File: src/rtl/can_rx_if.sv
// can_rx_if: bus pin and decoded-frame bundle between the CAN receiver and its consumer.
interface can_rx_if;
   logic        rx_i;
   logic        tx_o;
   logic        rx_valid_o;
   logic        rx_match_o;
   logic        rx_error_o;
   logic [1:0]  rx_error_code_o;
   logic        rx_busy_o;
   logic        message_type_o;
   logic [5:0]  local_address_o;
   logic [5:0]  remote_address_o;
   logic [1:0]  handshake_o;
   logic [1:0]  atribute_o;
   logic [3:0]  expand_count_o;
   logic [7:0]  cmd_data_sign_o;
   logic        rtr_o;
   logic [3:0]  dlc_o;
   logic [63:0] rx_data_o;

   // Receiver side: samples the bus, drives ACK and the decoded fields
   modport slave (
      input  rx_i,
      output tx_o, rx_valid_o, rx_match_o, rx_error_o, rx_error_code_o, rx_busy_o,
      output message_type_o, local_address_o, remote_address_o, handshake_o,
      output atribute_o, expand_count_o, cmd_data_sign_o, rtr_o, dlc_o, rx_data_o
   );

   // Consumer side: provides the bus level, reads the results
   modport master (
      output rx_i,
      input  tx_o, rx_valid_o, rx_match_o, rx_error_o, rx_error_code_o, rx_busy_o,
      input  message_type_o, local_address_o, remote_address_o, handshake_o,
      input  atribute_o, expand_count_o, cmd_data_sign_o, rtr_o, dlc_o, rx_data_o
   );
endinterface

File: src/rtl/can_rx.sv
// can_rx: bit-level receiver for the extended-identifier CAN frame format.
// One bit per clk_can_i cycle: destuffs, checks CRC and fixed-form bits,
// drives the dominant ACK and presents the decoded fields with a valid strobe.
module can_rx #(
   parameter logic [5:0] NODE_ADDRESS = 6'h00
) (
   input  logic    clk_can_i,
   input  logic    rst_i,
   can_rx_if.slave bus
);

   typedef enum logic [4:0] {
      ST_IDLE, ST_SOF, ST_MSG_TYPE, ST_ADDR_LOCAL, ST_ADDR_REMOTE, ST_SRR, ST_IDE,
      ST_HANDSHAKE, ST_ATRIBUTE, ST_EXPAND, ST_CMD_SIGN, ST_RTR, ST_RESERVED, ST_DLC,
      ST_DATA, ST_CRC, ST_CRC_DELIM, ST_ACK_SLOT, ST_ACK_DELIM, ST_EOF, ST_ERROR
   } state_e;

   localparam logic [1:0]  ERR_STUFF = 2'b01;
   localparam logic [1:0]  ERR_CRC   = 2'b10;
   localparam logic [1:0]  ERR_FORM  = 2'b11;
   localparam logic [14:0] CRC_POLY  = 15'h4599;

   // Sequencing state
   state_e      state_q;
   logic [6:0]  count_q;
   logic        run_pol_q;
   logic [2:0]  run_len_q;
   logic [14:0] crc_q;
   logic [14:0] crc_rx_q;
   logic        crc_ok_q;

   // Fields being assembled for the frame in progress
   logic        mt_q;
   logic [5:0]  loc_q;
   logic [5:0]  rem_q;
   logic [1:0]  hs_q;
   logic [1:0]  at_q;
   logic [3:0]  exp_q;
   logic [7:0]  cmd_q;
   logic        rtr_q;
   logic [3:0]  dlc_q;
   logic [63:0] data_q;

   // Registered outputs
   logic        tx_q;
   logic        valid_q;
   logic        error_q;
   logic        match_q;
   logic [1:0]  err_code_q;
   logic        o_mt_q;
   logic [5:0]  o_loc_q;
   logic [5:0]  o_rem_q;
   logic [1:0]  o_hs_q;
   logic [1:0]  o_at_q;
   logic [3:0]  o_exp_q;
   logic [7:0]  o_cmd_q;
   logic        o_rtr_q;
   logic [3:0]  o_dlc_q;
   logic [63:0] o_data_q;

   // Per-bit decisions derived from the current state and the sampled level
   logic        stuff_region_d;
   logic        crc_region_d;
   logic        stuff_bit_d;
   logic        stuff_err_d;
   logic        form_err_d;
   logic        crc_feed_d;
   logic        run_pol_d;
   logic [2:0]  run_len_d;
   logic        crc_fb_d;
   logic [14:0] crc_d;

   // Destuffing, form-check and CRC-update decode for the bit on the bus
   always_comb begin
      stuff_region_d = state_q inside {ST_MSG_TYPE, ST_ADDR_LOCAL, ST_ADDR_REMOTE, ST_SRR,
                                       ST_IDE, ST_HANDSHAKE, ST_ATRIBUTE, ST_EXPAND,
                                       ST_CMD_SIGN, ST_RTR, ST_RESERVED, ST_DLC, ST_DATA,
                                       ST_CRC};
      crc_region_d   = stuff_region_d && (state_q != ST_CRC);
      stuff_bit_d    = stuff_region_d && (run_len_q == 3'd5);
      stuff_err_d    = stuff_bit_d && (bus.rx_i == run_pol_q);
      form_err_d     = !stuff_bit_d && !bus.rx_i &&
                       (state_q inside {ST_SRR, ST_IDE, ST_CRC_DELIM, ST_ACK_DELIM, ST_EOF});
      crc_feed_d     = crc_region_d && !stuff_bit_d;

      run_pol_d = bus.rx_i;
      run_len_d = 3'd1;
      if (!stuff_bit_d && (bus.rx_i == run_pol_q)) begin
         run_len_d = run_len_q + 3'd1;
      end

      crc_fb_d = bus.rx_i ^ crc_q[14];
      crc_d    = {crc_q[13:0], 1'b0} ^ (crc_fb_d ? CRC_POLY : '0);
   end

   // Receive FSM: field capture, error entry/recovery, ACK drive and result strobes
   always_ff @(posedge clk_can_i) begin
      if (rst_i) begin
         state_q    <= ST_IDLE;
         count_q    <= '0;
         run_pol_q  <= 1'b1;
         run_len_q  <= '0;
         crc_q      <= '0;
         crc_rx_q   <= '0;
         crc_ok_q   <= 1'b0;
         mt_q       <= 1'b0;
         loc_q      <= '0;
         rem_q      <= '0;
         hs_q       <= '0;
         at_q       <= '0;
         exp_q      <= '0;
         cmd_q      <= '0;
         rtr_q      <= 1'b0;
         dlc_q      <= '0;
         data_q     <= '0;
         tx_q       <= 1'b1;
         valid_q    <= 1'b0;
         error_q    <= 1'b0;
         match_q    <= 1'b0;
         err_code_q <= '0;
         o_mt_q     <= 1'b0;
         o_loc_q    <= '0;
         o_rem_q    <= '0;
         o_hs_q     <= '0;
         o_at_q     <= '0;
         o_exp_q    <= '0;
         o_cmd_q    <= '0;
         o_rtr_q    <= 1'b0;
         o_dlc_q    <= '0;
         o_data_q   <= '0;
      end else begin
         tx_q    <= 1'b1;
         valid_q <= 1'b0;
         error_q <= 1'b0;

         if (stuff_region_d) begin
            run_pol_q <= run_pol_d;
            run_len_q <= run_len_d;
         end
         if (crc_feed_d) begin
            crc_q <= crc_d;
         end

         // A bad stuff bit is never a field bit, so it takes priority over form checks
         if (stuff_err_d) begin
            state_q    <= ST_ERROR;
            count_q    <= '0;
            error_q    <= 1'b1;
            err_code_q <= ERR_STUFF;
         end else if (form_err_d) begin
            state_q    <= ST_ERROR;
            count_q    <= '0;
            error_q    <= 1'b1;
            err_code_q <= ERR_FORM;
         end else if (!stuff_bit_d) begin
            case (state_q)
               ST_IDLE: begin
                  if (!bus.rx_i) begin
                     state_q   <= ST_MSG_TYPE;
                     count_q   <= '0;
                     run_pol_q <= 1'b0;
                     run_len_q <= 3'd1;
                     crc_q     <= '0;
                     crc_ok_q  <= 1'b0;
                  end
               end
               ST_MSG_TYPE: begin
                  mt_q    <= bus.rx_i;
                  state_q <= ST_ADDR_LOCAL;
               end
               ST_ADDR_LOCAL: begin
                  loc_q <= {loc_q[4:0], bus.rx_i};
                  if (count_q == 7'd5) begin
                     state_q <= ST_ADDR_REMOTE;
                     count_q <= '0;
                  end else begin
                     count_q <= count_q + 7'd1;
                  end
               end
               // count keeps running across the SRR/IDE detour so the field resumes at bit 4
               ST_ADDR_REMOTE: begin
                  rem_q <= {rem_q[4:0], bus.rx_i};
                  if (count_q == 7'd3) begin
                     state_q <= ST_SRR;
                     count_q <= 7'd4;
                  end else if (count_q == 7'd5) begin
                     state_q <= ST_HANDSHAKE;
                     count_q <= '0;
                  end else begin
                     count_q <= count_q + 7'd1;
                  end
               end
               ST_SRR: state_q <= ST_IDE;
               ST_IDE: state_q <= ST_ADDR_REMOTE;
               ST_HANDSHAKE: begin
                  hs_q <= {hs_q[0], bus.rx_i};
                  if (count_q == 7'd1) begin
                     state_q <= ST_ATRIBUTE;
                     count_q <= '0;
                  end else begin
                     count_q <= count_q + 7'd1;
                  end
               end
               ST_ATRIBUTE: begin
                  at_q <= {at_q[0], bus.rx_i};
                  if (count_q == 7'd1) begin
                     state_q <= ST_EXPAND;
                     count_q <= '0;
                  end else begin
                     count_q <= count_q + 7'd1;
                  end
               end
               ST_EXPAND: begin
                  exp_q <= {exp_q[2:0], bus.rx_i};
                  if (count_q == 7'd3) begin
                     state_q <= ST_CMD_SIGN;
                     count_q <= '0;
                  end else begin
                     count_q <= count_q + 7'd1;
                  end
               end
               ST_CMD_SIGN: begin
                  cmd_q <= {cmd_q[6:0], bus.rx_i};
                  if (count_q == 7'd7) begin
                     state_q <= ST_RTR;
                     count_q <= '0;
                  end else begin
                     count_q <= count_q + 7'd1;
                  end
               end
               ST_RTR: begin
                  rtr_q   <= bus.rx_i;
                  state_q <= ST_RESERVED;
               end
               ST_RESERVED: begin
                  if (count_q == 7'd1) begin
                     state_q <= ST_DLC;
                     count_q <= '0;
                  end else begin
                     count_q <= count_q + 7'd1;
                  end
               end
               ST_DLC: begin
                  dlc_q <= {dlc_q[2:0], bus.rx_i};
                  if (count_q == 7'd3) begin
                     state_q <= ST_DATA;
                     count_q <= '0;
                  end else begin
                     count_q <= count_q + 7'd1;
                  end
               end
               ST_DATA: begin
                  data_q <= {data_q[62:0], bus.rx_i};
                  if (count_q == 7'd63) begin
                     state_q <= ST_CRC;
                     count_q <= '0;
                  end else begin
                     count_q <= count_q + 7'd1;
                  end
               end
               ST_CRC: begin
                  crc_rx_q <= {crc_rx_q[13:0], bus.rx_i};
                  if (count_q == 7'd14) begin
                     crc_ok_q <= ({crc_rx_q[13:0], bus.rx_i} == crc_q);
                     state_q  <= ST_CRC_DELIM;
                     count_q  <= '0;
                  end else begin
                     count_q <= count_q + 7'd1;
                  end
               end
               ST_CRC_DELIM: begin
                  state_q <= ST_ACK_SLOT;
                  tx_q    <= ~crc_ok_q;
               end
               // A CRC mismatch still rides through the ACK slot before reporting
               ST_ACK_SLOT: begin
                  if (crc_ok_q) begin
                     state_q <= ST_ACK_DELIM;
                  end else begin
                     state_q    <= ST_ERROR;
                     count_q    <= '0;
                     error_q    <= 1'b1;
                     err_code_q <= ERR_CRC;
                  end
               end
               ST_ACK_DELIM: begin
                  state_q <= ST_EOF;
                  count_q <= '0;
               end
               ST_EOF: begin
                  if (count_q == 7'd6) begin
                     state_q  <= ST_IDLE;
                     count_q  <= '0;
                     valid_q  <= 1'b1;
                     match_q  <= (rem_q == NODE_ADDRESS);
                     o_mt_q   <= mt_q;
                     o_loc_q  <= loc_q;
                     o_rem_q  <= rem_q;
                     o_hs_q   <= hs_q;
                     o_at_q   <= at_q;
                     o_exp_q  <= exp_q;
                     o_cmd_q  <= cmd_q;
                     o_rtr_q  <= rtr_q;
                     o_dlc_q  <= dlc_q;
                     o_data_q <= data_q;
                  end else begin
                     count_q <= count_q + 7'd1;
                  end
               end
               ST_ERROR: begin
                  if (!bus.rx_i) begin
                     count_q <= '0;
                  end else if (count_q == 7'd10) begin
                     state_q <= ST_IDLE;
                     count_q <= '0;
                  end else begin
                     count_q <= count_q + 7'd1;
                  end
               end
               default: begin
                  state_q <= ST_IDLE;
                  count_q <= '0;
               end
            endcase
         end
      end
   end

   assign bus.tx_o             = tx_q;
   assign bus.rx_valid_o       = valid_q;
   assign bus.rx_match_o       = match_q;
   assign bus.rx_error_o       = error_q;
   assign bus.rx_error_code_o  = err_code_q;
   assign bus.rx_busy_o        = (state_q != ST_IDLE);
   assign bus.message_type_o   = o_mt_q;
   assign bus.local_address_o  = o_loc_q;
   assign bus.remote_address_o = o_rem_q;
   assign bus.handshake_o      = o_hs_q;
   assign bus.atribute_o       = o_at_q;
   assign bus.expand_count_o   = o_exp_q;
   assign bus.cmd_data_sign_o  = o_cmd_q;
   assign bus.rtr_o            = o_rtr_q;
   assign bus.dlc_o            = o_dlc_q;
   assign bus.rx_data_o        = o_data_q;

endmodule

File: src/flat_wrapper.sv
// flat-port wrapper written by rule: the top's interface ports become plain ports
module can_rx_flat 
#(
   parameter logic [5:0] NODE_ADDRESS = 6'h00
)
  (clk_can_i, rst_i, bus_rx_i, bus_tx_o, bus_rx_valid_o, bus_rx_match_o, bus_rx_error_o, bus_rx_error_code_o, bus_rx_busy_o, bus_message_type_o, bus_local_address_o, bus_remote_address_o, bus_handshake_o, bus_atribute_o, bus_expand_count_o, bus_cmd_data_sign_o, bus_rtr_o, bus_dlc_o, bus_rx_data_o);
  can_rx_if bus_i ();
  input  logic clk_can_i;
  input  logic rst_i;
  input wire logic [$bits(bus_i.rx_i)-1:0] bus_rx_i;
  output wire logic [$bits(bus_i.tx_o)-1:0] bus_tx_o;
  output wire logic [$bits(bus_i.rx_valid_o)-1:0] bus_rx_valid_o;
  output wire logic [$bits(bus_i.rx_match_o)-1:0] bus_rx_match_o;
  output wire logic [$bits(bus_i.rx_error_o)-1:0] bus_rx_error_o;
  output wire logic [$bits(bus_i.rx_error_code_o)-1:0] bus_rx_error_code_o;
  output wire logic [$bits(bus_i.rx_busy_o)-1:0] bus_rx_busy_o;
  output wire logic [$bits(bus_i.message_type_o)-1:0] bus_message_type_o;
  output wire logic [$bits(bus_i.local_address_o)-1:0] bus_local_address_o;
  output wire logic [$bits(bus_i.remote_address_o)-1:0] bus_remote_address_o;
  output wire logic [$bits(bus_i.handshake_o)-1:0] bus_handshake_o;
  output wire logic [$bits(bus_i.atribute_o)-1:0] bus_atribute_o;
  output wire logic [$bits(bus_i.expand_count_o)-1:0] bus_expand_count_o;
  output wire logic [$bits(bus_i.cmd_data_sign_o)-1:0] bus_cmd_data_sign_o;
  output wire logic [$bits(bus_i.rtr_o)-1:0] bus_rtr_o;
  output wire logic [$bits(bus_i.dlc_o)-1:0] bus_dlc_o;
  output wire logic [$bits(bus_i.rx_data_o)-1:0] bus_rx_data_o;
  assign bus_i.rx_i = bus_rx_i;
  assign bus_tx_o = bus_i.tx_o;
  assign bus_rx_valid_o = bus_i.rx_valid_o;
  assign bus_rx_match_o = bus_i.rx_match_o;
  assign bus_rx_error_o = bus_i.rx_error_o;
  assign bus_rx_error_code_o = bus_i.rx_error_code_o;
  assign bus_rx_busy_o = bus_i.rx_busy_o;
  assign bus_message_type_o = bus_i.message_type_o;
  assign bus_local_address_o = bus_i.local_address_o;
  assign bus_remote_address_o = bus_i.remote_address_o;
  assign bus_handshake_o = bus_i.handshake_o;
  assign bus_atribute_o = bus_i.atribute_o;
  assign bus_expand_count_o = bus_i.expand_count_o;
  assign bus_cmd_data_sign_o = bus_i.cmd_data_sign_o;
  assign bus_rtr_o = bus_i.rtr_o;
  assign bus_dlc_o = bus_i.dlc_o;
  assign bus_rx_data_o = bus_i.rx_data_o;
  can_rx #(.NODE_ADDRESS(NODE_ADDRESS)) u_core (.clk_can_i(clk_can_i), .rst_i(rst_i), .bus(bus_i));
endmodule
File: config.mk
export PLATFORM = sky130hd
export DESIGN_NAME = can_rx_flat
export DESIGN_NICKNAME = d
export VERILOG_FILES = /design/src/rtl/can_rx_if.sv /design/src/rtl/can_rx.sv /design/src/flat_wrapper.sv
export SDC_FILE = /design/constraint.sdc
export NUM_CORES = 1
export LEC_CHECK = 0
export CORE_MARGIN = 1.5
export CORE_UTILIZATION = 30
export CTS_CLUSTER_DIAMETER = 40
export DETAILED_ROUTE_END_ITERATION = 10
export HOLD_SLACK_MARGIN = 0.02
export PLACE_DENSITY = 0.59
export REMOVE_ABC_BUFFERS = 1
export SLEW_MARGIN = 20
export SYNTH_ARGS = -nofsm -noshare
export SYNTH_HDL_FRONTEND = slang
export SYNTH_SLANG_ARGS = --single-unit
File: constraint.sdc
create_clock -name clk_can_i -period 3.2 [get_ports clk_can_i]
set_clock_uncertainty 0.15 [all_clocks]
set_input_delay 0.64 -clock clk_can_i [delete_from_list [all_inputs] [get_ports clk_can_i]]
set_output_delay 0.64 -clock clk_can_i [all_outputs]
set_load 0.01 [all_outputs]
Word-level counts from Yosys, hierarchy flattened:

Index checks and enable logic that the tools add are counted.

* register bits: 248
* bits in latches: 0
* memory bits (writable): 0
* bits in read-only memories: 0
* input port bits: 3
* output and inout bits: 105
* logic and storage cells: 218
* memories kept: 0

* $add $sub $neg: 2
* multiply operators: 0
* divide/modulo/power cells: 0
* order comparisons: 0
* eq/ne operators: 64
* shift-type cells: 0
* multiplexer cells: 67
* bitwise operators: 9
* reduce and logical (&&, ||, !) cells: 42

Operators by type and width (count)
* 15-bit 2-to-1 mux: 7
* 5-bit one-hot mux with 20 select lines: 1
* 5-bit 2-to-1 mux: 18
* 7-bit 2-to-1 mux: 12
* 7-bit one-hot mux with 12 select lines: 1
* 4-bit by 2-bit inequality test with 1-bit output, second input constant: 12
* 4-bit AND reduction: 12
* 5-bit by 4-bit == test with 1-bit output, second input constant: 8
* 2-bit inequality test, second input constant: 15
* 15-bit AND reduction: 2
* 5-bit == test, second input constant: 5
* 3-bit 2-to-1 mux: 8
* 7-bit by 3-bit == test with 1-bit output, second input constant: 3
* 5-bit by 3-bit == test with 1-bit output, second input constant: 4
* 15-bit == test: 1
* 1-bit 2-to-1 mux: 15
* 5-bit OR reduction: 3
* 15-bit XOR: 1
* 7-bit by 4-bit == test with 1-bit output, second input constant: 2
* 14-bit nonzero test: 1
* 5-bit by 2-bit == test with 1-bit output, second input constant: 2
* 5-bit nonzero test: 2
* 3-bit inequality test, second input constant: 3
* 2-bit 2-to-1 mux: 4
* 25 further kinds: 42

Logic depth before layout (Yosys ltp):

Gate-level depths: netlist of the first run.

* depth in word-level cells: 12
* depth in mapped cells: 10
* depth with buffers taken out: 8

Worst setup path after synthesis of the first run:

No wires, ideal clock.

* path type: register to register
* from: register u_core.count_q[0]
* to: register u_core.state_q[3]
* setup time: 156 ps
* arrival time: 2272 ps
* data required time: 2894 ps
* setup slack: 621 ps
* cell stages (with the launch flop): 8
* path buffers: 0
* clock period less this slack: 2579 ps
* cells stage by stage: dfxtp_1 ha_1 or4b_1 o311ai_2 o311ai_2 nor4_4 mux2i_1 a21oi_1

* longest elaborated chain between the ends: 3
* elaborated cells between the ends (all ways): 23
* those cells by class: eq/ne (20); mux (2); reduce/logical (1)

Ends and longest elaborated chain
* start, declared: line can_rx.sv:25 `logic [6:0] count_q;`
* start signal, assigned: line can_rx.sv:177 `count_q <= count_q + 7'd1;`
* start signal, assigned: line can_rx.sv:190 `count_q <= count_q + 7'd1;`
* start signal, assigned: line can_rx.sv:201 `count_q <= count_q + 7'd1;`
* 7-bit by 2-bit == test with 1-bit output, or another cell as far along: line can_rx.sv:183, can_rx.sv:215, can_rx.sv:245
* 3-bit inequality test (no source line), or another cell as far along
* 15-bit AND reduction (no source line) or 5-bit one-hot mux with 20 select lines (tied branches)
* end signal, assigned: line can_rx.sv:184 `state_q <= ST_SRR;`
* end signal, assigned: line can_rx.sv:216 `state_q <= ST_CMD_SIGN;`
* end signal, assigned: line can_rx.sv:246 `state_q <= ST_DATA;`
* end, declared: line can_rx.sv:24 `state_e state_q;`

Parallel ways exist; a longest one is shown, timed or not.
A chain may end at the register's enable or synchronous reset.

Final worst setup path of the first run:

* from: register u_core.state_q[0]
* to: register u_core.o_data_q[45], in the netlist u_core.bus.rx_data_o[45]

* longest elaborated chain between the ends: 8
* elaborated cells between the ends (all ways): 28
* those cells by class: eq/ne (17); bitwise (3); reduce/logical (8)

Ends and longest elaborated chain
* start signal, assigned: line can_rx.sv:99 `state_q <= ST_IDLE;`
* start signal, assigned: line can_rx.sv:146 `state_q <= ST_ERROR;`
* start signal, assigned: line can_rx.sv:151 `state_q <= ST_ERROR;`
* 5-bit by 2-bit == test with 1-bit output, or another cell as far along: line can_rx.sv:75 `stuff_region_d = state_q inside {ST_MSG_TYPE, ST_ADDR_LOCAL, ST_ADDR_REMOTE, ST_SRR,`
* 14-bit nonzero test: line can_rx.sv:75
* 1-bit logical AND: line can_rx.sv:80 `stuff_bit_d = stuff_region_d && (run_len_q == 3'd5);`
* 1-bit zero test: line can_rx.sv:82 `form_err_d = !stuff_bit_d && !bus.rx_i &&`
* 1-bit logical AND (2 in a row): line can_rx.sv:82
* 1-bit inverter (no source line)
* 5-bit AND reduction (no source line) (*)
* end signal, assigned: line can_rx.sv:305 `o_data_q <= data_q;`
* end, declared: line can_rx.sv:59 `logic [63:0] o_data_q;`

Every way passes the cells marked *; elsewhere a longest branch is shown, timed or not.

==> impl_results.md, run 1 <==
* Synth Warn # at 0
* Post-synthesis mux area share at 15.0%
* Die W at 184 µm
* RR Endpoint: u_core.bus.rx_data_o[45]
* Largest family of logic cells by synthesized area: simple AND/OR/NAND/NOR gates
* Vias in the first global route at 7,113
* FF+latch count, synth at 248
* Layout cells sized above 1 at 9.23%
* Total CTS buffers at 37
* Cell with the most instances after synthesis: dfxtp_1
* Starting density of the core at 30.3%
* Vias per cell at 4.62
* Sequential-to-total area share from yosys stat at 50.4%
* Yosys top cell area share at 50.4%
* Unrepaired setup endpoints after global routing: no
* Setup crit end: u_core.bus.rx_data_o[45]
* Post-Syn Instances at 1,080
* Core ar. at 32,500 µm²
* Max Slew Vio Count at 0
* Sink Count at 248
* Period utilization at 91.1%
* Top_reg_cell synth: dfxtp_1
* Synthesis-to-layout area growth at 29.1%
* CP startpoint: u_core.state_q[0]
* RePlAce Congestion at 0.857
* Final non-filler cell total at 1,656
* Number of synthesized flops with an enable pin at 0
* # hold bufs at CTS at 0
* Pwr Density at 675 nW/µm²
* Slew HR at 48.2%
* Worst EP required at 3430 ps
* DRC Markers at 0
* Final Worst Setup Slack at 283 ps
* First-pass GRT wire length at 36,900 µm
* Total Wirelength at 22,300 µm
* Peak Freq at 0.343 GHz
* Clock Path Buffers at 3
* Initial DRC Count at 380
* Critical path's slowest cell: dfxtp_1
* Initial antenna violation count at 0
* Placed cell count at 1,592
* DRT Pass-1 Iters at 5
* Total gr overflow at 0
* Max stage delay on crit path at 490 ps
* Port Buffer Count at 107
* Max_cap viols at 0
* # H-tree levels at 2
* I/O Pins at 108
* Outcome: completed
* Worst-Margin Slew at 772 ps
* Hold Fails Final Rpt at 0
* CTS root buffer: clkbuf_16
* Largest cells by area after synthesis: dfxtp_1 50%, mux2i_1 15%, nor2_1 6.8%
* Hold depth at 2
* Syn avg cell area at 9.12 µm²
* # resized after CTS at 0
* HPWL Detailed at 14,300 µm
* Number of distinct library cells after synthesis at 58
* Post-synth top area cell: dfxtp_1
* Reg2reg start: u_core.state_q[0]
* Final count of negative-setup-slack endpoints at 0
* HP Class: input port to flip-flop
* # rows at 66
* Post-CTS setup buffers at 0
* Crit-path cells: nor2b_1 -> o32a_1 -> nor3_1 -> nor4_2 -> buf_4 -> buf_12 -> mux2i_1 -> nor2_1
* CP Class: flip-flop to flip-flop
* Vias at 7,645
* WL/cell at 13.5 µm
* Die Y at 184 µm
* Flop-to-flop setup slack at 280 ps
* CTS tree: built
* Clock input transition at the sequential cells of the worst setup and hold paths at 60 ps
* Lkg Pwr at 4.58 nW
* Arrival time at the worst endpoint at 3150 ps
* Synth top cells by count: 248 x dfxtp_1, 179 x nor2_1, 167 x nand2_1
* Compound-Gate Fraction of Synth Area at 8.32%
* Adder-Cell Fraction of Synth Area at 0.635%
* Ys async rst share at 0%
* Max FO, Critical Path at 25
* Diodes inserted at 0
* Fill cells at 3,228
* Clk Latency, worst-skew pair at 520 ps
* Nets at 1,197
* Final min period at 2920 ps
* Endpoint type of the worst setup path: flip-flop
* Syn Std Cell Area at 9850 µm²
* Worst hold start: rst_i
* Simple-gate share of the synthesized area at 19.4%
* Sum of negative setup slack at 0 ps
* Largest net degree at the start of global routing at 144
* XOR/XNOR share of the synthesized area at 2.31%
* Area of the die at 33,900 µm²
* R2R cell count at 8
* Critical path startpoint category: flip-flop
* Pre-CTS setup slack at 221 ps
* VDD IR max at 0.452 mV
* Final antenna-violating net count at 0
* Total global-route track usage at 13.2%
metal layers:
layer	track usage, %	part of all wire (%)	vias to the layer above
met5	0	0	-
met4	5.08	2.5	0
met3	2.71	5.4	41
met2	21.2	44	166
met1	17.5	48	3543
li1	-	-	3895
where the power goes:
part	switching (W)	leakage, nW	internal, W
clock network	0.00150	0.623	0.00260
logic	0.000692	1.96	0.000498
registers	0.000122	2.00	0.00317
total	0.00231	4.58	0.00627
through the flow:
stage | utilization, % | instance area [µm²] | power, W | hold WS [ps]
detailed placement | 35.2 | 11400 | 0.00454 | 300
CTS | 39.2 | 12700 | 0.00869 | 192
finish | 39.2 | 12700 | 0.00859 | 208
global route | 39.2 | 12700 | 0.00900 | 206
floorplan | - | 9480 | 0.00410 | 246
global placement | 35.2 | 11400 | 0.00453 | 299
layout by cell type (no fill, tap or decap), types with 5 or more instances in the layout:
cell             count
nor2b_1              6
a21oi_1            101
clkbuf_16           38
nor4_1               5
ha_1                 5
buf_4               29
xnor2_1              6
xor2_1              20
nor3_1              11
nand2_1            167
nand2b_1             5
a211oi_1             6
or4_1                6
o21ai_0              6
mux2i_1            146
nor2_1             179
nand3_1             21
dfxtp_1            245
clkdlybuf4s50_1    106
buf_12               5
inv_1                6
flip-flops by register name, indices dropped and copies added (netlist names), 7 cells and up:
register,count
u_core.count_q,7
u_core.bus.cmd_data_sign_o,8
u_core.crc_q,15
u_core.crc_rx_q,14
u_core.data_q,64
u_core.bus.rx_data_o,64
u_core.cmd_q,8
kinds of logic (layout without fill, tap and decap cells):
kind of cell / after synthesis / after routing
AOI/OAI and AO/OA: 139 / 139
adders and majority gates: 5 / 5
DFF: 248 / 248
buffers and inverters: 78 / 212
xor gates and xnor gates: 26 / 26
muxes: 147 / 147
and+or+nand+nor: 437 / 437
cell type report:
| class | instances | area [µm²] | area share [%] |
|---|---|---|---|
| clock buffer | 44 | 1000 | 7.89 |
| sequential | 248 | 4970 | 39.1 |
| multi-input combinational | 754 | 4500 | 35.4 |
| tap | 442 | 553 | 4.35 |
| timing repair buffer | 141 | 1390 | 10.9 |
| clock inverter | 20 | 269 | 2.12 |
| inverter | 7 | 26.3 | 0.207 |
critical path, delay by kind of cell (launching register included):
kind,cells,cell delay (ps)
AOI/OAI and AO/OA,1,320
and+or+nand+nor,4,1080
buffers and inverters,2,490
DFF,1,490
muxes,1,220
worst min-delay path by stage:
stage	slack, ps	endpoint
finish	210	u_core.data_q[32]
global route	210	u_core.data_q[32]
CTS	190	u_core.data_q[32]
detailed placement	300	u_core.cmd_q[7]
global placement	300	u_core.bus.rx_error_code_o[0]
floorplan	250	u_core.bus.tx_o
(Power assumes the default switching activity.)
==> run 2: changes to the inputs <==
--- a/config.mk
+++ b/config.mk
@@ -6,11 +6,11 @@
 export NUM_CORES = 1
 export LEC_CHECK = 0
 export CORE_MARGIN = 1.5
-export CORE_UTILIZATION = 30
+export CORE_UTILIZATION = 46
 export CTS_CLUSTER_DIAMETER = 40
 export DETAILED_ROUTE_END_ITERATION = 10
 export HOLD_SLACK_MARGIN = 0.02
-export PLACE_DENSITY = 0.59
+export PLACE_DENSITY = 0.78
 export REMOVE_ABC_BUFFERS = 1
 export SLEW_MARGIN = 20
 export SYNTH_ARGS = -nofsm -noshare
==> run 2 against run 1 <==
Against the previous run:
- maximum frequency shrank 2.3%
- critical path depth fell by 5
- sequential share of layout area increased by 1.0 points
- non-clock buffer count is 5 lower
- largest power group unchanged
==> impl_results.md, run 2 (synthesized netlist as in run 1, its figures left out) <==
* Endpoint type of the worst setup path: output port
* Commonest non-fill, non-tap cell in the layout: dfxtp_1
* HPWL Detailed at 13,200 µm (-7.4%)
* Largest net degree at the start of global routing at 79 (-45%)
* Clock Power Share at 45.9% (-1.9 points)
* Lkg Pwr at 4.51 nW (-1.5%)
* Total global-route track usage at 19.3% (+6.0 points)
* Max_cap viols at 0 (unchanged)
* Synthesis-to-layout area growth at 25.7%
* Outcome: completed
* Die Y at 149 µm (-19%)
* Total Wirelength at 21,000 µm (-5.7%)
* VDD IR max at 0.506 mV (+12%)
* Switching part of the total power at 27.2% (+0.22 points)
* Placed inst area at 11,200 µm² (-2.2%)
* Worst EP required at 2410 ps (-1020 ps)
* Final antenna-violating net count at 0 (unchanged)
* Most frequent cells in the layout: 247 x dfxtp_1, 179 x nor2_1, 167 x nand2_1
* Clk Latency, worst-skew pair at 510 ps (about the same)
* Vias in the first global route at 7,367 (+3.6%)
* CP Class: flip-flop to output port
* Sum of negative setup slack at 0 ps (unchanged)
* WL/cell at 14.2 µm (+5.3%)
* Initial antenna violation count at 0 (unchanged)
* Max Slew Vio Count at 0 (unchanged)
* Comb power frac at 14.1% (+0.2 points)
* Nets at 1,190 (-0.58%)
* Hold Fails Final Rpt at 0 (unchanged)
* Pint at 0.00602 W (-4.1%)
* I/O Pins at 108 (unchanged)
* Worst-Margin Slew at 727 ps (-45.4 ps)
* Sink Count at 248 (unchanged)
* DRC Markers at 0 (unchanged)
* Area of the die at 22,300 µm² (-34%)
* Starting density of the core at 46.8% (+17 points)
* Arrival time at the worst endpoint at 2200 ps (-950 ps)
* Clock Path Buffers at 3 (unchanged)
* CTS root buffer: clkbuf_16
* Max FO, Critical Path at 16 (-36%)
* Vias per cell at 5.21 (+13%)
* Initial DRC Count at 364 (-4.2%)
* Diodes inserted at 0 (unchanged)
* Final min period at 2990 ps (+68.5 ps)
* RePlAce Congestion at 0.881 (+2.8%)
* Total CTS buffers at 35 (-5.4%)
* Unrepaired setup endpoints after global routing: no
* First-pass GRT wire length at 35,400 µm (-3.8%)
* Layout cells sized above 1 at 8.68% (-0.54 points)
* Die W at 149 µm (-19%)
* # rows at 53 (-20%)
* Final count of negative-setup-slack endpoints at 0 (unchanged)
* CTS tree: built
* Clock input transition at the sequential cells of the worst setup and hold paths at 50 ps (about the same)
* Final non-filler cell total at 1,484 (-10%)
* Period utilization at 93.3% (+2.1 points)
* Port Buffer Count at 107 (unchanged)
* Switching pwr at 0.00224 W (-3.0%)
* Critical path startpoint category: flip-flop
* Total gr overflow at 0 (unchanged)
* Placed cell count at 1,420 (-11%)
* DRT Pass-1 Iters at 4 (-1)
* Slew HR at 51.6% (+3.4 points)
* Post-Layout Inst Area at 12,400 µm² (-2.6%)
* Flop pwr share at 40.0% (+1.6 points)
* Post-CTS setup buffers at 0 (unchanged)
* HP Class: flip-flop to flip-flop
* Core ar. at 21,000 µm² (-35%)
* Pwr Density at 668 nW/µm² (-1.2%)
* # H-tree levels at 2 (unchanged)
* Peak Freq at 0.335 GHz (-2.3%)
* Vias at 7,731 (+1.1%)
[run 2: cell count changes in the layout (fill, tap and decap cells not counted), moves of 2 or more]
cell	delta
buf_4	-4
clkbuf_1	+3
clkbuf_16	-2
clkbuf_8	-2
clkinv_4	+4
dfxtp_1	+2
dfxtp_2	-2
inv_8	-3
[run 2: power groups by stage]
stage	registers (W)	logic, W	clock network, W
CTS	0.00330	0.00115	0.00389
detailed placement	0.00336	0.00113	0
global route	0.00332	0.00128	0.00402
finish	0.00331	0.00116	0.00380
floorplan	0.00335	0.000748	0
global placement	0.00336	0.00111	0
[run 2: area by class of cell]
type	count	area (µm²)
sequential	248	4970
clock inverter	21	245
fill	1769	8640
clock buffer	43	937
inverter	7	26.3
multi-input combinational	754	4520
tap	275	344
timing repair buffer	136	1340
[run 2: path summary, 6_finish.rpt]
kind	startpoint	end	slack [ps]	cells after the start
worst max register to register	u_core.state_q[0]	u_core.bus.rx_data_o[56]	290	7
worst min register to register	u_core.exp_q[3]	u_core.exp_q[3]	310	2
worst max-delay path	u_core.state_q[0]	bus_rx_busy_o	210	3
worst min-delay path	u_core.exp_q[3]	u_core.exp_q[3]	310	2
[run 2: critical path, cell delays in order (launching register included)]
cell,delay (ps)
dfxtp_1,730
nor3_2,160
nand2_1,220
clkdlybuf4s50_1,590
[run 2: metal layers]
layer | vias to the layer above | wire length (µm) | GRT usage (%)
li1 | 3883 | - | -
met1 | 3632 | 9450 | 24.7
met2 | 176 | 10000 | 31.9
met3 | 40 | 1140 | 4.37
met4 | 0 | 373 | 6.49
met5 | - | 0 | 0
[run 2: repair_timing]
| item | in CTS | in global routing |
|---|---|---|
| resized for setup | 0 | 2 |
| hold buffers | 0 | 0 |
| setup endpoints to repair | 0 | 1 |
| endpoints found under the hold margin | 0 | 0 |
[run 2: per-stage QoR]
step	util [%]	total power (W)	hold slack (ps)	setup WS (ps)
after global routing	58.9	0.00862	327	70.3
after floorplan	-	0.00410	246	-12960
after detailed placement	53.2	0.00449	304	298
final	58.9	0.00826	305	215
after global placement	53.2	0.00447	293	371
after CTS	58.8	0.00833	309	103
==> run 3: changes to the inputs <==
--- a/config.mk
+++ b/config.mk
@@ -5,7 +5,7 @@
 export SDC_FILE = /design/constraint.sdc
 export NUM_CORES = 1
 export LEC_CHECK = 0
-export CORE_MARGIN = 1.5
+export CORE_MARGIN = 10
 export CORE_UTILIZATION = 46
 export CTS_CLUSTER_DIAMETER = 40
 export DETAILED_ROUTE_END_ITERATION = 10
==> run 3 against run 2 <==
Against the previous run:
- clock-buffer cell count down 1
- combinational power up 4%
- cell area about the same
- final cell count fell by 0.13%
- critical path type unchanged
- utilization barely moved
- sequential share of layout area barely moved
- sequential power hardly changed
==> impl_results.md, run 3 (synthesized netlist as in run 1, its figures left out) <==
* HP Class: flip-flop to flip-flop
* Commonest non-fill, non-tap cell in the layout: dfxtp_1
* Worst-Margin Slew at 762 ps (+35.0 ps)
* Total global-route track usage at 15.8% (-3.5 points)
* Total Wirelength at 22,600 µm (+7.4%)
* CTS tree: built
* Nets at 1,193 (+0.25%)
* First-pass GRT wire length at 37,900 µm (+6.9%)
* HPWL Detailed at 14,500 µm (+9.6%)
* DRC Markers at 0 (unchanged)
* Die W at 166 µm (+11%)
* RePlAce Congestion at 0.943 (+7.0%)
* Final count of negative-setup-slack endpoints at 0 (unchanged)
* Worst hold start: u_core.data_q[0]
* Die Y at 166 µm (+11%)
* Placed inst area at 11,200 µm² (+0.35%)
* # rows at 53 (unchanged)
* Post-Layout Inst Area at 12,400 µm² (about the same)
* Critical path startpoint category: flip-flop
* Layout cells sized above 1 at 8.62% (-0.068 points)
* Diodes inserted at 0 (unchanged)
* Crit-path cells: nor2_1 -> buf_4 -> nand2_1 -> clkdlybuf4s50_1
* Clk Latency, worst-skew pair at 490 ps (-20 ps)
* Design Power at 0.00826 W (about the same)
* Max FO, Critical Path at 18 (+2)
* # resized after CTS at 0 (unchanged)
* Initial antenna violation count at 0 (unchanged)
* Lkg Pwr at 4.52 nW (about the same)
* Endpoint type of the worst setup path: output port
* VDD IR max at 0.403 mV (-21%)
* Largest net degree at the start of global routing at 81 (+2.5%)
* Clock input transition at the sequential cells of the worst setup and hold paths at 60 ps (about the same)
* Vias at 7,744 (+0.17%)
* Clock Path Buffers at 3 (unchanged)
* Outcome: completed
* Area of the die at 27,700 µm² (+24%)
* Synthesis-to-layout area growth at 25.7% (about the same)
* Period utilization at 93.9% (+0.58 points)
* Vias per cell at 5.23 (+0.30%)
* Final non-filler cell total at 1,482 (-0.13%)
* Vias in the first global route at 7,489 (+1.7%)
* Initial DRC Count at 526 (+45%)
* Final antenna-violating net count at 0 (unchanged)
* Max_cap viols at 0 (unchanged)
* Unrepaired setup endpoints after global routing: no
* Total CTS buffers at 34 (-2.9%)
* # H-tree levels at 2 (unchanged)
* CP startpoint: u_core.state_q[1]
* CP Class: flip-flop to output port
* Sink Count at 248 (unchanged)
* Post-CTS setup buffers at 0 (unchanged)
* Slew HR at 48.9% (-2.7 points)
* Core ar. at 21,000 µm² (unchanged)
* Max stage delay on crit path at 720 ps (about the same)
* Most frequent cells in the layout: 247 x dfxtp_1, 179 x nor2_1, 167 x nand2_1
* Final min period at 3000 ps (+18.7 ps)
* Fill cells at 1,764 (-0.28%)
* Critical path's slowest cell: dfxtp_1
* DRT Pass-1 Iters at 5 (+1)
* Peak Freq at 0.333 GHz (-0.62%)
* Total gr overflow at 0 (unchanged)
* Worst EP required at 2410 ps (about the same)
* Port Buffer Count at 107 (unchanged)
* I/O Pins at 108 (unchanged)
* Max Slew Vio Count at 0 (unchanged)
* # hold bufs at CTS at 0 (unchanged)
* Final design utilization at 58.9% (about the same)
* Arrival time at the worst endpoint at 2210 ps (about the same)
* Placed cell count at 1,424 (+0.28%)
* Reg2reg start: u_core.count_q[0]
* Hold Fails Final Rpt at 0 (unchanged)
* Starting density of the core at 46.8% (unchanged)
* CTS root buffer: clkbuf_16
* WL/cell at 15.2 µm (+7.6%)
* Pwr Density at 667 nW/µm² (about the same)
-- run 3: path summary, 6_finish.rpt --
path	to	slack, ps	cells after the start
worst max-delay path	bus_rx_busy_o	200	4
worst min-delay path	u_core.data_q[1]	310	2
worst max register to register	u_core.state_q[2]	290	7
worst min register to register	u_core.data_q[1]	310	2
-- run 3: stage by stage --
stage / setup TNS, ps / setup slack [ps] / hold WS [ps]
2_1_floorplan: -1273500 / -12960 / 246
3_3_place_gp: 0 / 314 / 293
3_5_place_dp: 0 / 276 / 298
4_1_cts: 0 / 113 / 307
5_1_grt: 0 / 79.9 / 330
6_report: 0 / 196 / 308
-- run 3: routing by layer --
metal / vias up / global-route usage (%) / share of wire (%)
met5: - / 0 / 0
met4: 0 / 5.35 / 2.3
met3: 47 / 4.50 / 6.4
met2: 184 / 25.5 / 46
met1: 3630 / 19.8 / 45
li1: 3883 / - / -
-- run 3: area by class of cell --
type	instances	area (µm²)	share of cell area [%]
multi-input combinational	754	4500	36.4
clock buffer	42	952	7.69
sequential	248	4970	40.1
timing repair buffer	140	1380	11.2
inverter	7	26.3	0.212
clock inverter	16	200	1.62
tap	275	344	2.78
-- run 3: worst max-delay path: cells and delay by family (launching register included) --
family	cells	cell delay, ps
DFF	1	720
buffers and inverters	2	770
and+or+nand+nor	2	240
-- run 3: power breakdown --
part,leakage [nW],switching (W),internal [W]
Combinational,1.96,0.000689,0.000521
Sequential,2.00,0.000139,0.00317
Clock,0.563,0.00136,0.00238
